--- src/rtl/key_event_queue.sv ---
// key_event_queue: merges key press pulses into a FIFO of key events,
// with an optional auto-repeat generator enabled by macro KEY_REPEAT_EN.
//
// Ports:
//   clk, rst            single clock, async active-high reset
//   key_pulse[15:0]     one-clk press pulses, index = key number
//   key_out[15:0]       debounced key levels, active-low (repeat only)
//   evt_valid/ready     head-of-queue handshake
//   evt_code, evt_rpt   head event key number / auto-repeat flag
//   evt_count           number of queued events (0..DEPTH)
//   ovf, ovf_clr        sticky duplicate-press flag and its clear
module key_event_queue #(
    parameter int DEPTH       = 8,
    parameter int REPEAT_DLY  = 6000000,
    parameter int REPEAT_RATE = 1200000
) (
    input  logic                   clk,
    input  logic                   rst,
    input  logic [15:0]            key_pulse,
    input  logic [15:0]            key_out,
    output logic                   evt_valid,
    input  logic                   evt_ready,
    output logic [3:0]             evt_code,
    output logic                   evt_rpt,
    output logic [$clog2(DEPTH):0] evt_count,
    output logic                   ovf,
    input  logic                   ovf_clr
);
    localparam int AW = $clog2(DEPTH);
    localparam logic [AW:0] FULL = (AW + 1)'(DEPTH);

    logic [15:0]   pending;
    logic [15:0]   req;
    logic [15:0]   push_hot;
    logic [3:0]    sel;
    logic          found;
    logic [AW-1:0] wr_ptr;
    logic [AW-1:0] rd_ptr;
    logic [4:0]    mem [DEPTH];
    logic [4:0]    head;
    logic [4:0]    push_data;
    logic          pop;
    logic          can_push;
    logic          push_fresh;
    logic          push_rpt;
    logic          push;
    logic          rpt_req;
    logic [3:0]    rpt_key;

    assign req = pending | key_pulse;

    // lowest-index requesting key wins
    always_comb begin
        sel   = '0;
        found = 1'b0;
        for (int i = 15; i >= 0; i--) begin
            if (req[i]) begin
                sel   = 4'(i);
                found = 1'b1;
            end
        end
    end

    assign evt_valid  = (evt_count != '0);
    assign pop        = evt_valid & evt_ready;
    // a pop on the same edge frees the slot a full FIFO needs
    assign can_push   = (evt_count != FULL) | pop;
    assign push_fresh = found & can_push;
    // repeats yield to any pending fresh press
    assign push_rpt   = rpt_req & ~found & can_push;
    assign push       = push_fresh | push_rpt;
    assign push_hot   = push_fresh ? (16'd1 << sel) : 16'd0;
    assign push_data  = push_fresh ? {1'b0, sel} : {1'b1, rpt_key};

    assign head     = mem[rd_ptr];
    assign evt_code = head[3:0];

    always_ff @(posedge clk or posedge rst) begin
        if (rst) begin
            pending   <= '0;
            wr_ptr    <= '0;
            rd_ptr    <= '0;
            evt_count <= '0;
            ovf       <= 1'b0;
        end else begin
            pending <= req & ~push_hot;
            if (push)
                wr_ptr <= wr_ptr + 1'b1;
            if (pop)
                rd_ptr <= rd_ptr + 1'b1;
            if (push & ~pop)
                evt_count <= evt_count + 1'b1;
            else if (pop & ~push)
                evt_count <= evt_count - 1'b1;
            // duplicate press on an already-pending key is merged
            if (|(key_pulse & pending & ~push_hot))
                ovf <= 1'b1;
            else if (ovf_clr)
                ovf <= 1'b0;
        end
    end

    always_ff @(posedge clk) begin
        if (push)
            mem[wr_ptr] <= push_data;
    end

`ifdef KEY_REPEAT_EN
    localparam int RMAX = (REPEAT_DLY > REPEAT_RATE) ?
                          REPEAT_DLY : REPEAT_RATE;
    localparam int CW   = $clog2(RMAX + 1) + 1;

    logic          rep_on;
    logic          rep_hold;
    logic [CW-1:0] rep_cnt;
    logic          held;

    assign evt_rpt = head[4];
    assign held    = ~key_out[rpt_key];
    // a request fires at terminal count or stays held until served
    assign rpt_req = rep_on & held & (rep_hold | (rep_cnt == '0));

    always_ff @(posedge clk or posedge rst) begin
        if (rst) begin
            rep_on   <= 1'b0;
            rep_hold <= 1'b0;
            rep_cnt  <= '0;
            rpt_key  <= '0;
        end else if (push_fresh) begin
            rpt_key  <= sel;
            rep_on   <= 1'b1;
            rep_hold <= 1'b0;
            rep_cnt  <= CW'(REPEAT_DLY - 1);
        end else if (rep_on & ~held) begin
            rep_on   <= 1'b0;
            rep_hold <= 1'b0;
        end else if (rep_on) begin
            rep_hold <= rpt_req & ~push_rpt;
            if (rep_cnt == '0)
                rep_cnt <= CW'(REPEAT_RATE - 1);
            else
                rep_cnt <= rep_cnt - 1'b1;
        end
    end
`else
    logic unused_in;

    assign evt_rpt   = 1'b0;
    assign rpt_req   = 1'b0;
    assign rpt_key   = '0;
    assign unused_in = head[4] ^ (^key_out);
`endif
endmodule

--- config.mk ---
export PLATFORM = sky130hd
export DESIGN_NAME = key_event_queue
export DESIGN_NICKNAME = d
export VERILOG_FILES = /design/src/rtl/key_event_queue.sv
export SDC_FILE = /design/constraint.sdc
export NUM_CORES = 1
export LEC_CHECK = 0
export ABC_AREA = 1
export CAP_MARGIN = 20
export CELL_PAD_IN_SITES_DETAIL_PLACEMENT = 1
export CELL_PAD_IN_SITES_GLOBAL_PLACEMENT = 1
export CORE_MARGIN = 3
export CORE_UTILIZATION = 44
export DETAILED_ROUTE_END_ITERATION = 6
export HOLD_SLACK_MARGIN = 0.05
export PLACE_DENSITY_LB_ADDON = 0.2
export SLEW_MARGIN = 25
export SYNTH_ARGS = -nofsm -noshare
export SYNTH_HDL_FRONTEND = slang
export SYNTH_SLANG_ARGS = --single-unit
--- constraint.sdc ---
create_clock -name clk -period 8.1 [get_ports clk]
set_clock_uncertainty 0.05 [all_clocks]
set_input_delay 0.81 -clock clk [delete_from_list [all_inputs] [get_ports clk]]
set_output_delay 0.81 -clock clk [all_outputs]
set_load 0.01 [all_outputs]
==> metrics.sh, run 1 <==
MOSTFREQUENTLAYOUTCELLS='sky130_fd_sc_hd__nor2_1 (68), sky130_fd_sc_hd__nand2_1 (64), sky130_fd_sc_hd__edfxtp_1 (32)'
SYNTH_XOR_AREA_SHARE_PCT=1.68
HOLDWS_NS=0.497
PLACE.DETAILED.HPWL_MM=5.50
SETUP_SLACK_OF_THE_CRITICAL_PATH_AFTER_LAYOUT_NS=4.62
CTSHTREEMAXLEVEL=3
CRITPATHCAPTURETYPE='flip-flop'
MAXSLEWHEADROOM_PCT=56.7
ANTENNA_CELLS=0
SYNTH_AREA_PER_CELL_UM2=9.09
SYNTH.NET_COUNT=386
DIE_HEIGHT_UM=90.3
P_LEAK_nW=1.48
SYNTH_CELL_TYPES=34
ROUTED_WIRE_LENGTH_PER_INSTANCE_UM=15.1
TIGHTESTPINTRANSITION_NS=0.647
WORST_EP_ARRIVAL_TIME_NS=3.65
PLACEMENTROWS=30
DIE-AREA_MM2=0.00815
BOUNDARYPINS=47
FINAL_REPORT_HOLD_VIOLATION_COUNT=0
TRACK_USAGE_PCT=18.8
SYN-INSTANCE-COUNT=344
SYNTH_TOP_FAMILY_BY_AREA='simple AND/OR/NAND/NOR gates'
MAXCLOCKFREQUENCY_GHz=0.288
HOLD_PATH_END='pending[6]$_DFF_PP0_'
LAYOUT.CELLS.MOST_COMMON='sky130_fd_sc_hd__nor2_1'
TIMING.FINAL.CRIT_PERIOD_NS=3.48
PRE_CTS_SLACK_NS=4.24
CRITPATHKIND='in2reg'
RUN_STATUS='completed'
FINALNETCOUNT=421
DRT_PASS1_ITERATIONS=4
AREA_DELTA_SYNTH_FINAL_PCT=19.3
HOLD_PATH_DEPTH=2
HOLDBUFCOUNTCTS=0
SYNTHSIMPLEGATEAREAFRAC_PCT=27.3
CLKLATENCYLATEPIN_NS=0.33
MAXIMUM_FANOUT_ALONG_THE_WORST_PATH=10
DIE_WIDTH_UM=90.3
PLACEMENT.IO_BUFFERS=29
DRT_WL_TOTAL_MM=7.27
CAP_VIOL_MAX_COUNT=0
YOSYSWARNINGS=0
POST_ROUTE_CELLS_DRIVE_ABOVE_1_SHARE_PCT=15.4
PEAKVDDDROP_mV=0.0994
POST-CTS-SETUP-BUFFER-COUNT=0
CTS.CLK_SLEW.WORST_PATHS_NS=0.07
FINAL_REPORT_SETUP_VIOLATION_COUNT=0
FIN_AREA_MM2=0.00373
FIN_SETUP_TNS_NS=0
SYNTH_FA_HA_AREA_SHARE_PCT=2.64
GRT_PASS1_WL_MM=12.1
GRT_ANTENNA_BEFORE_REPAIR=0
TRITONCTS_NUM_SINKS=59
POST_ROUTE_ANTENNA_NET_VIOLATION_COUNT=0
WORST-R2R-SETUP-SLACK_NS=5.13
TRITONCTS='done'
NUM-FILL-CELLS=819
CRITICAL_PATH.STARTPOINT_TYPE='primary input'
SYNTH.AREA.MUX_SHARE_PCT=0.360
START_UTIL_PCT=45.8
CRIT-REG2REG-CAPTURE='evt_count[3]$_DFFE_PP0P_'
CTS_MADE_BUFFERS=9
GRT_MAX_DEGREE=28
CRIT_REQUIRED_NS=8.27
POSTSYNTHREGISTERBITS=59
FIRST_GLOBAL_VIAS=2511
SYNTH.CELL_AREA_MM2=0.00313
GLOBALPLACE.CONGESTION=0.771
DRC=0
DETAILED_PLACE.AREA_MM2=0.00351
UNREPAIRED_SETUP_ENDPOINTS_AFTER_GLOBAL_ROUTING='no'
DETAIL_ROUTE.ITER0.VIOLATIONS=83
HP_START='pending[6]$_DFF_PP0_'
POST_CTS_RESIZE_COUNT=0
RR_WORST_DEPTH=15
RR_STARTPOINT='evt_count[0]$_DFFE_PP0P_'
MIN_PERIOD_OVER_PERIOD_PCT=42.9
PLACEABLECOREAREA_MM2=0.00683
GR-TOTAL-OVERFLOW=0
SYNTH-COMPOUND-AREA-SHARE_PCT=9.97
SYNTH_SEQUENTIAL_AREA_RATIO_PCT=52.4
TIMING.HOLD.WORST.CLASS='reg2reg'
SLEW_VIOLATIONS=0
CLK_PATH_BUF_DEPTH=2
CLOCK-ROOT-BUFFER='sky130_fd_sc_hd__clkbuf_8'
ROUTED_VIA_DENSITY=5.01
DETAILROUTE.VIA_COUNT=2406
PWR_DENSITY_CELL_mW_PER_MM2=297
-- worst max-delay path by stage --
stage | start | endpoint
floorplan | key_pulse[1] | evt_count[3]$_DFFE_PP0P_
global placement | key_pulse[2] | evt_count[3]$_DFFE_PP0P_
detailed placement | key_pulse[2] | evt_count[3]$_DFFE_PP0P_
CTS | key_pulse[2] | evt_count[3]$_DFFE_PP0P_
global route | key_pulse[2] | evt_count[3]$_DFFE_PP0P_
finish | key_pulse[2] | evt_count[3]$_DFFE_PP0P_
-- flip-flops by register name, indices dropped and copies added (netlist names) --
register	cells
pending	16
wr_ptr	3
rd_ptr	3
mem	32
evt_count	4
ovf	1
-- cell families (layout without fill, tap and decap cells) --
group                      Yosys count  after routing
and+or+nand+nor                    174            174
xor gates and xnor gates             6              6
adders and majority gates            6              6
buffers and inverters               45             85
other                                1              1
DFF                                 59             59
muxes                                1              1
AOI/OAI and AO/OA                   52             52
-- cell usage after synthesis, drive strengths merged --
library cell,n,share of area (%)
a21o,1,0.24
o21ai,24,3.8
clkinv,2,0.28
xnor2,2,0.56
nor2,84,13
inv,38,4.6
a21oi,8,1.8
conb,1,0.12
ha,5,2.0
nand4,11,2.8
or2,1,0.20
a31oi,6,1.2
clkbuf,4,0.48
buf,1,0.24
nand2,73,10
dfrtp,27,22
o21bai,8,1.9
fa,1,0.64
o22ai,5,1.0
xor2,4,1.1
edfxtp,32,31
nand3,5,1.1
mux2,1,0.36
-- final cells by class --
| class | count | area [um^2] | share of cell area [%] |
|---|---|---|---|
| clock buffer | 9 | 124 | 3.32 |
| clock inverter | 7 | 92.6 | 2.48 |
| inverter | 40 | 151 | 4.06 |
| timing repair buffer | 29 | 290 | 7.78 |
| sequential | 59 | 1640 | 43.9 |
| tap | 96 | 120 | 3.22 |
| multi-input combinational | 240 | 1320 | 35.3 |
-- critical path: stages --
cell and delay [ns]:
sky130_fd_sc_hd__clkdlybuf4s50_1 0.46, sky130_fd_sc_hd__nor2_4 0.19, sky130_fd_sc_hd__nand2_1 0.12, sky130_fd_sc_hd__nor2_2 0.13, sky130_fd_sc_hd__inv_2 0.06, sky130_fd_sc_hd__nor2_2 0.11
sky130_fd_sc_hd__inv_2 0.07, sky130_fd_sc_hd__nand2_2 0.19, sky130_fd_sc_hd__nand2_2 0.14, sky130_fd_sc_hd__ha_1 0.23, sky130_fd_sc_hd__inv_1 0.13, sky130_fd_sc_hd__ha_1 0.25
sky130_fd_sc_hd__a21o_1 0.17, sky130_fd_sc_hd__a21oi_1 0.17, sky130_fd_sc_hd__nor2_1 0.06, sky130_fd_sc_hd__nor2_1 0.11, sky130_fd_sc_hd__nand2_1 0.09, sky130_fd_sc_hd__xor2_1 0.15
-- report_power, final --
group / internal, mW / switching (mW)
clock: 0.172 / 0.122
sequential: 0.384 / 0.0537
combinational: 0.160 / 0.216
-- routing by layer --
| metal | GRT usage [%] | part of all wire [%] |
|---|---|---|
| met2 | 35.5 | 55 |
| met4 | 6.38 | 1.7 |
| met1 | 20.8 | 41 |
| met3 | 3.83 | 2.3 |
| met5 | 0 | 0 |
-- through the flow --
stage               cells  total power [mW]  util (%)
global route          480              1.18      54.6
CTS                   480              1.12      54.6
global placement      464             0.800      51.4
finish                480              1.11      54.6
detailed placement    464             0.826      51.4
floorplan             344             0.670         -
(Power assumes the default switching activity.)
==> run 2, diff against run 1 <==
--- a/config.mk
+++ b/config.mk
@@ -10,7 +10,7 @@
 export CELL_PAD_IN_SITES_DETAIL_PLACEMENT = 1
 export CELL_PAD_IN_SITES_GLOBAL_PLACEMENT = 1
 export CORE_MARGIN = 3
-export CORE_UTILIZATION = 44
+export CORE_UTILIZATION = 41
 export DETAILED_ROUTE_END_ITERATION = 6
 export HOLD_SLACK_MARGIN = 0.05
 export PLACE_DENSITY_LB_ADDON = 0.2
==> constraint.sdc (replaced) <==
create_clock -name clk -period 3.49 [get_ports clk]
set_clock_uncertainty 0.05 [all_clocks]
set_input_delay 0.349 -clock clk [delete_from_list [all_inputs] [get_ports clk]]
set_output_delay 0.349 -clock clk [all_outputs]
set_load 0.01 [all_outputs]
==> metrics.sh, run 2 (synthesis gave the netlist of run 1 again) <==
MAXCLOCKFREQUENCY_GHz=0.349
TRITONCTS_NUM_SINKS=59
DIE_WIDTH_UM=93.3
GRT_ANTENNA_BEFORE_REPAIR=0
POST_CTS_RESIZE_COUNT=0
MOSTFREQUENTLAYOUTCELLS='sky130_fd_sc_hd__nor2_1 (68), sky130_fd_sc_hd__nand2_1 (64), sky130_fd_sc_hd__edfxtp_1 (32)'
GR-USAGE-MET2_PCT=32.9
GRT_MAX_DEGREE=28
TIMING.HOLD.WORST.CLASS='in2async'
CRITICAL_PATH.STARTPOINT_TYPE='flip-flop'
MAXIMUM_FANOUT_ALONG_THE_WORST_PATH=5
FINALNETCOUNT=426
TIGHTESTPINTRANSITION_NS=0.636
SEQUENTIAL_CELL_AREA_MM2=0.00164
PWR_DENSITY_CELL_mW_PER_MM2=687
BOUNDARYPINS=47
LARGEST_REGISTERS='mem (32), pending (16), evt_count (4)'
GRT_USE_MET1_PCT=23.9
CLK_PATH_BUF_DEPTH=2
FIN_SETUP_TNS_NS=0
POST_ROUTE_CELLS_DRIVE_ABOVE_1_SHARE_PCT=16.2
TRACK_USAGE_PCT=19.2
ROUTED_VIA_DENSITY=4.90
PLACEMENT.IO_BUFFERS=29
DIE-AREA_MM2=0.00871
PLACEMENTROWS=31
ROUTED_WIRE_LENGTH_PER_INSTANCE_UM=15.6
FINAL_REPORT_SETUP_VIOLATION_COUNT=0
MULTI_INPUT_COMB_AREA_MM2=0.00132
GRT_PASS1_WL_MM=12.8
CLOCK-ROOT-BUFFER='sky130_fd_sc_hd__clkbuf_8'
DIE_HEIGHT_UM=93.3
PLACEABLECOREAREA_MM2=0.00733
CRIT_REQUIRED_NS=3.66
GLOBAL_ROUTE.USAGE.MET3_PCT=5.15
WORST_EP_ARRIVAL_TIME_NS=3.03
UNREPAIRED_SETUP_ENDPOINTS_AFTER_GLOBAL_ROUTING='no'
GLOBALPLACE.CONGESTION=0.754
FIRST_GLOBAL_VIAS=2539
MIN_PERIOD_OVER_PERIOD_PCT=82.0
NUM-FILL-CELLS=817
PLACE.DETAILED.HPWL_MM=5.85
LARGEST_REG_FLOPS=32
CTS_MADE_BUFFERS=9
CRITPATHKIND='reg2reg'
POST_ROUTE_ANTENNA_NET_VIOLATION_COUNT=0
GRT.BUSIEST_LAYER='met2'
MAXSLEWHEADROOM_PCT=57.5
FINAL_REPORT_HOLD_VIOLATION_COUNT=0
FINALPOWER_mW=2.59
AREA_DELTA_SYNTH_FINAL_PCT=20.7
DRC=0
START_UTIL_PCT=42.6
TOP_REGISTER='mem'
FIN_AREA_MM2=0.00377
DETAIL_ROUTE.ITER0.VIOLATIONS=102
TIMING.FINAL.CRIT_PERIOD_NS=2.86
DETAILROUTE.VIA_COUNT=2391
ANTENNA_CELLS=0
CTS.CLK_SLEW.WORST_PATHS_NS=0.07
DRT_PASS1_ITERATIONS=4
CRITPATHCAPTURETYPE='flip-flop'
PEAKVDDDROP_mV=0.315
POST-CTS-SETUP-BUFFER-COUNT=0
P_LEAK_nW=1.51
TRITONCTS='done'
CTSHTREEMAXLEVEL=3
DETAILED_PLACE.AREA_MM2=0.00355
LAYOUT.CELLS.MOST_COMMON='sky130_fd_sc_hd__nor2_1'
SLEW_VIOLATIONS=0
RUN_STATUS='completed'
CLKLATENCYLATEPIN_NS=0.34
HOLDBUFCOUNTCTS=0
CAP_VIOL_MAX_COUNT=0
DRT_WL_TOTAL_MM=7.61
GR-TOTAL-OVERFLOW=0
==> run 2: final timing paths <==
path	startpoint	end	slack [ns]	cells after the start
max in group asynchronous	rst	pending[15]$_DFF_PP0_	2.74	3
max	evt_count[0]$_DFFE_PP0P_	evt_count[3]$_DFFE_PP0P_	0.63	15
min	rst	pending[5]$_DFF_PP0_	0.34	3
max reg2reg	evt_count[0]$_DFFE_PP0P_	evt_count[3]$_DFFE_PP0P_	0.63	15
min reg2reg	pending[11]$_DFF_PP0_	pending[11]$_DFF_PP0_	0.49	2
min in group clk	pending[11]$_DFF_PP0_	pending[11]$_DFF_PP0_	0.49	2
==> run 2: layout make-up <==
type	instances	share of cell area [%]
inverters	40	4.01
repair buffers	34	8.69
clock inverters	5	2.06
flip-flops and latches	59	43.4
well taps	99	3.28
clock buffers	11	3.75
multi-input cells	240	34.8
==> run 2: metrics by stage <==
stage                     cells  util [%]  setup slack, ns  hold WS [ns]
final                       488      51.5            0.627         0.345
after CTS                   488      51.5            0.595         0.353
after global routing        488      51.5            0.372         0.375
after detailed placement    472      48.5            0.316         0.477
after floorplan             344         -            0.842         0.352
after global placement      472      48.5            0.431         0.456
==> run 2: critical path, cell delays in order, from the launching register on <==
cell and delay (ns):
sky130_fd_sc_hd__dfrtp_1 0.45, sky130_fd_sc_hd__nor2_1 0.18, sky130_fd_sc_hd__nand3_2 0.13, sky130_fd_sc_hd__nand2_2 0.15
sky130_fd_sc_hd__nand4_1 0.16, sky130_fd_sc_hd__nand2_1 0.24, sky130_fd_sc_hd__nand2_2 0.09, sky130_fd_sc_hd__ha_1 0.21
sky130_fd_sc_hd__inv_1 0.12, sky130_fd_sc_hd__ha_1 0.25, sky130_fd_sc_hd__a21o_1 0.18, sky130_fd_sc_hd__a21oi_1 0.17
sky130_fd_sc_hd__nor2_1 0.06, sky130_fd_sc_hd__nor2_1 0.09, sky130_fd_sc_hd__nand2_1 0.07, sky130_fd_sc_hd__xor2_1 0.14
==> run 2: report_power, final <==
part | leakage, nW | internal, mW | switching (mW)
combinational | 0.824 | 0.383 | 0.533
sequential | 0.574 | 0.891 | 0.0918
clock | 0.109 | 0.419 | 0.272
total | 1.51 | 1.69 | 0.898
==> run 2: layer usage <==
layer | up-vias | part of all wire, %
li1 | 1201 | -
met1 | 1142 | 44
met2 | 41 | 51
met3 | 7 | 3.7
met4 | 0 | 1.2
met5 | - | 0
